--- src/rtl/fft_iter_frame_loader.sv ---
// Packs a valid/ready sample stream into the FFT core's dual-port input RAM as sample pairs,
// optionally bit-reversed, then sequences START and the core's RAM-block handshake.
module fft_iter_frame_loader #(
  parameter int unsigned IWL      = 32,
  parameter int unsigned AWL      = 5,
  parameter int unsigned BITREV   = 1,
  parameter int unsigned START_TO = 16
) (
  input  logic           CLK,
  input  logic           RST,
  input  logic           EN,
  input  logic [IWL-1:0] i_S_DATA,
  input  logic           i_S_VALID,
  output logic           o_S_READY,
  output logic [IWL-1:0] o_A_DATA,
  output logic [IWL-1:0] o_B_DATA,
  output logic [IWL-1:0] o_A_ADDR,
  output logic [IWL-1:0] o_B_ADDR,
  output logic           o_RAM_Wr,
  output logic           o_START,
  input  logic           i_RAM_BLOCK,
  output logic           o_BUSY,
  output logic           o_FRAME_DONE,
  output logic [7:0]     o_FRAME_CNT,
  output logic           o_ERR
);

  localparam int unsigned TW   = $clog2(START_TO + 1);
  localparam int unsigned PADW = IWL - AWL;
  localparam logic [TW-1:0] TO_LAST = TW'(START_TO - 1);

  typedef enum logic [2:0] {StLoad, StFlush, StStart, StWaitBlk, StRun} state_e;

  state_e         state_q;
  logic [AWL-1:0] n_q;
  logic [IWL-1:0] hold_q;
  logic           wr_q;
  logic           blk_q;
  logic           done_q;
  logic [TW-1:0]  to_q;
  logic [7:0]     cnt_q;
  logic           err_q;
  logic [IWL-1:0] a_data_q, b_data_q, a_addr_q, b_addr_q;

  logic xfer;
  logic wr_fire;

  function automatic logic [AWL-1:0] map_addr(input logic [AWL-1:0] a);
    logic [AWL-1:0] r;
    for (int i = 0; i < AWL; i++) begin
      r[i] = (BITREV != 0) ? a[AWL-1-i] : a[i];
    end
    return r;
  endfunction

  // Ready is combinational so a stream can be taken every cycle; RST forces it low.
  assign o_S_READY = ~RST & EN & ~i_RAM_BLOCK & (state_q == StLoad);
  assign xfer      = i_S_VALID & o_S_READY;
  // A pending pair write waits out EN low or a core RAM block instead of being dropped.
  assign wr_fire   = wr_q & EN & ~i_RAM_BLOCK;

  assign o_RAM_Wr     = wr_fire;
  assign o_START      = EN & (state_q == StStart);
  assign o_FRAME_DONE = EN & done_q;
  assign o_BUSY       = (state_q != StLoad);
  assign o_FRAME_CNT  = cnt_q;
  assign o_ERR        = err_q;
  assign o_A_DATA     = a_data_q;
  assign o_B_DATA     = b_data_q;
  assign o_A_ADDR     = a_addr_q;
  assign o_B_ADDR     = b_addr_q;

  always_ff @(posedge CLK or posedge RST) begin
    if (RST) begin
      state_q  <= StLoad;
      n_q      <= '0;
      hold_q   <= '0;
      wr_q     <= 1'b0;
      blk_q    <= 1'b0;
      done_q   <= 1'b0;
      to_q     <= '0;
      cnt_q    <= '0;
      err_q    <= 1'b0;
      a_data_q <= '0;
      b_data_q <= '0;
      a_addr_q <= '0;
      b_addr_q <= '0;
    end else if (EN) begin
      blk_q  <= i_RAM_BLOCK;
      done_q <= 1'b0;
      if (wr_fire) begin
        wr_q <= 1'b0;
      end
      if (xfer) begin
        n_q <= n_q + 1'b1;
        if (!n_q[0]) begin
          hold_q <= i_S_DATA;
        end else begin
          wr_q     <= 1'b1;
          a_data_q <= hold_q;
          b_data_q <= i_S_DATA;
          a_addr_q <= {{PADW{1'b0}}, map_addr({n_q[AWL-1:1], 1'b0})};
          b_addr_q <= {{PADW{1'b0}}, map_addr(n_q)};
        end
      end
      unique case (state_q)
        StLoad: begin
          if (xfer && (&n_q)) begin
            state_q <= StFlush;
          end
        end
        StFlush: begin
          if (!i_RAM_BLOCK) begin
            state_q <= StStart;
          end
        end
        StStart: begin
          to_q    <= '0;
          state_q <= StWaitBlk;
        end
        StWaitBlk: begin
          if (i_RAM_BLOCK) begin
            state_q <= StRun;
          end else if (to_q == TO_LAST) begin
            err_q   <= 1'b1;
            n_q     <= '0;
            state_q <= StLoad;
          end else begin
            to_q <= to_q + 1'b1;
          end
        end
        StRun: begin
          // Fall is judged against the last enabled-cycle sample of the block flag.
          if (blk_q && !i_RAM_BLOCK) begin
            done_q  <= 1'b1;
            cnt_q   <= cnt_q + 8'd1;
            n_q     <= '0;
            state_q <= StLoad;
          end
        end
        default: state_q <= StLoad;
      endcase
    end
  end

endmodule

--- config.mk ---
export PLATFORM = sky130hd
export DESIGN_NAME = fft_iter_frame_loader
export DESIGN_NICKNAME = d
export VERILOG_FILES = /design/src/rtl/fft_iter_frame_loader.sv
export SDC_FILE = /design/constraint.sdc
export NUM_CORES = 1
export LEC_CHECK = 0
export ABC_AREA = 1
export CORE_UTILIZATION = 52
export CTS_BUF_LIST = sky130_fd_sc_hd__clkbuf_8
export DETAILED_ROUTE_END_ITERATION = 10
export GPL_ROUTABILITY_DRIVEN = 0
export PLACE_DENSITY = 0.9
export SYNTH_ARGS = -nofsm -noshare
export SYNTH_HDL_FRONTEND = slang
export SYNTH_SLANG_ARGS = --single-unit
--- constraint.sdc ---
create_clock -name CLK -period 10.7 [get_ports CLK]
set_input_delay 2.14 -clock CLK [delete_from_list [all_inputs] [get_ports CLK]]
set_output_delay 2.14 -clock CLK [all_outputs]
set_load 0.02 [all_outputs]
==> run_results.csv <==
group,metric,value,unit
status,status,"finished, final reports clean",
power_and_ir_drop,power.total,1855,uW
setup_path,cpPeakStageDelay,620,ps
final_layout,multi_input_area,1977,um^2
grt,antenna_found_initial,0,
drt,wl_per_cell,12.70,um
final_layout,fin_nets,818,
grt,grt_pass1_vias,4297,
timing,rsz0062_at_grt,"false",
clock_tree,tritoncts,"built",
floorplan,ios,179,
setup_path,reg2reg_slack,8220,ps
min_path,hold_path_startpoint,"hold_q[15]$_DFFE_PP0P_",
setup_path,reg2reg_depth,7,
clock_tree,clockRootBuffer,"clkbuf_8",
setup_path,critPathBufInv,3,
clock_tree,cts_made_buffers,17,
floorplan,die_area,11410,um^2
power_and_ir_drop,power-per-cell-area,259.2,nW/um^2
synth,syn_inst,660,
drt,drc_errors,0,
synth,ys_warn_count,0,
floorplan,rows,37,
synth,ys_seq_area_share,55.18,%
setup_path,end_kind,"output port",
synth,synth.distinct_cells,26,
floorplan,fp.dieW,106.8,um
timing,fmax,0.1580,GHz
clock_tree,clk_pin_slew_worst_paths,80,ps
synth,synth_edf_count,0,
timing,setup_tns,0,ps
setup_path,cp.depth,5,
floorplan,coreArea,10510,um^2
drt,ant_nets,0,
final_layout,syn2layout_area_growth,25.20,%
clock_tree,cts_sinks,126,
setup_path,crit_chain,"clkdlybuf4s50_1, inv_4, nand3_1, nor2_4, clkdlybuf4s50_1",
final_layout,fin_util,68.08,%
setup_path,crit_path_max_fanout,60,
final_layout,regArea,3153,um^2
setup_path,worstSetupStartpointType,"input port",
synth,synth-main-ff-cell,"dfrtp_1",
synth,synthArstFlopShare,100.0,%
clock_tree,post-cts-setup-buffers,0,
setup_path,worstSetupPathType,"in2out",
clock_tree,clk_latency,410,ps
placement,placedCellCount,893,
synth,ys_ff_latch,126,
grt,grt_pass1_wl,19930,um
drt,drt_iter0_drc,256,
setup_path,crit_start,"RST",
setup_path,cp.required,8560,ps
final_layout,final_cells,924,
clock_tree,cts_max_level,4,
min_path,hp-class,"reg2reg",
job,maxCapViolations,0,
setup_path,critPathTopFamily,"buffers and inverters",
clock_tree,cts-resized-gates,0,
synth,syn_area,5714,um^2
floorplan,die_h,106.8,um
synth,synth.top_cells.by_count,"nand2_1, dfrtp_1, buf_4",
final_layout,diodes,0,
placement,hpwl,7744,um
power_and_ir_drop,max-vdd-ir-drop,0.1508,mV
timing,maxSlewViolCount,0,
drt,post_drt_via_cell_ratio,4.711,
timing,skew,14.24,ps
final_layout,fillers,852,
timing,timing.final.crit_share,59.17,%
clock_tree,cts_hold_buf,0,
floorplan,start_util,54.38,%
timing,period_minus_slack,6331,ps
grt,overflow,0,
setup_path,crit-reg2reg-launch,"state_q[0]$_DFFE_PP0P_",
setup_path,arrival,4190,ps
setup_path,rr_endpoint,"hold_q[30]$_DFFE_PP0P_",
drt,drt-total-wl,11730,um
final_layout,drive_gt1_share,6.218,%
timing,relSlewSlack,44.62,%
placement,io_buffers,123,
timing,tightest_slew,830.7,ps
clock_tree,clk_path_buf_depth,2,
drt,drt-pass1-iter-count,4,
synth,synth_top_cell_by_area,"dfrtp_1",
setup_path,crit_slowest_cell,"clkdlybuf4s50_1",
synth,synthTopCellsByArea,"dfrtp_1, nand2_1, buf_4",
synth,avgSynthCellArea,8.658,um^2
synth,yosysMostFrequentCell,"nand2_1",
timing,finalSetupViolCount,0,
setup_path,crit_top_cell,"clkdlybuf4s50_1",
drt,via_count,4353,
synth,yosys.area.top_type_share,55.18,%
timing,hold_viol,0,
power_and_ir_drop,p_leak,0.003742,uW
setup_path,critical_path.endpoint,"o_S_READY",
grt,grt_max_degree,69,
grt,grt.total_usage,22.13,%
-- how the worst min path moves through the flow --
stage / end / slack [ps] / cells after the start
after CTS: o_A_DATA[15]$_DFFE_PP0P_ / 470 / 2
final: o_A_DATA[15]$_DFFE_PP0P_ / 470 / 2
after global routing: o_A_DATA[15]$_DFFE_PP0P_ / 480 / 2
after floorplan: hold_q[10]$_DFFE_PP0P_ / 440 / 2
after global placement: o_A_DATA[17]$_DFFE_PP0P_ / 450 / 2
after detailed placement: o_B_ADDR[4]$_DFFE_PP0P_ / 450 / 1
-- layout by cell type (no fill, tap or decap), drive strengths merged --
master	Yosys	routed
clkbuf	3	18
clkinvlp	0	2
nor2	25	25
xnor2	2	2
conb	1	55
o21bai	1	1
bufinv	0	4
buf	81	4
or2	1	1
clkdlybuf4s50	0	123
inv	41	43
nand3	36	36
nor3	3	3
o21ai	35	35
dfrtp	126	126
o22ai	1	1
nand4	4	4
clkinv	0	5
ha	5	5
nand2	288	288
xor2	5	5
a21oi	2	2
-- sequential cells by signal, summed over array words and instances, names as in the netlist --
| name | count |
|---|---|
| blk_q | 1 |
| done_q | 1 |
| hold_q | 32 |
| n_q | 5 |
| o_A_DATA | 32 |
| o_B_ADDR | 5 |
| o_B_DATA | 32 |
| o_ERR | 1 |
| o_FRAME_CNT | 8 |
| state_q | 3 |
| to_q | 5 |
| wr_q | 1 |
-- routing by layer --
metal	vias up	global-route usage [%]	part of all wire, %
li1	2157	-	-
met3	6	5.532	5.5
met1	2058	28.17	44
met4	0	4.599	0.55
met2	132	38.29	50
met5	-	0	0
-- metrics by stage --
step	hold WS [ps]	setup slack [ps]	cell area, um^2
floorplan	442.2	2972	5917
global placement	452.7	4314	6718
detailed placement	453.7	4304	6718
CTS	473.5	4298	7154
global route	482.2	4142	7154
finish	468.2	4369	7154
-- worst reg2reg max path: stages (launching register included) --
cell and delay, ps:
dfrtp_1 490, nor2_4 160, nand2_2 90, nor2_4 150, nand2_4 110, inv_2 390
nand2_2 600, o21ai_0 380
-- layout make-up --
class | count | area share, %
clock buffers | 18 | 3.463
clock inverters | 13 | 2.641
inverters | 41 | 2.186
multi-input cells | 463 | 27.63
flip-flops and latches | 126 | 44.07
well taps | 136 | 2.378
repair buffers | 127 | 17.63
-- report_power, final --
group | leakage [uW] | switching (uW) | internal [uW]
combinational | 0.00187 | 367 | 282
sequential | 0.00166 | 109 | 646
clock | 0.000215 | 190 | 261
-- kinds of logic (layout without fill, tap and decap cells) --
group	after synthesis	in the layout	synth area share, %
AND/OR/NAND/NOR	357	357	25.14
buffers and inverters	125	199	13.77
other	1	55	0.06563
adder cells (fa/ha/maj)	5	5	1.095
AO/OA/AOI/OAI	39	39	3.679
XOR/XNOR	7	7	1.073
flip-flops	126	126	55.18
Note: power is estimated with default switching activity, not from simulation.
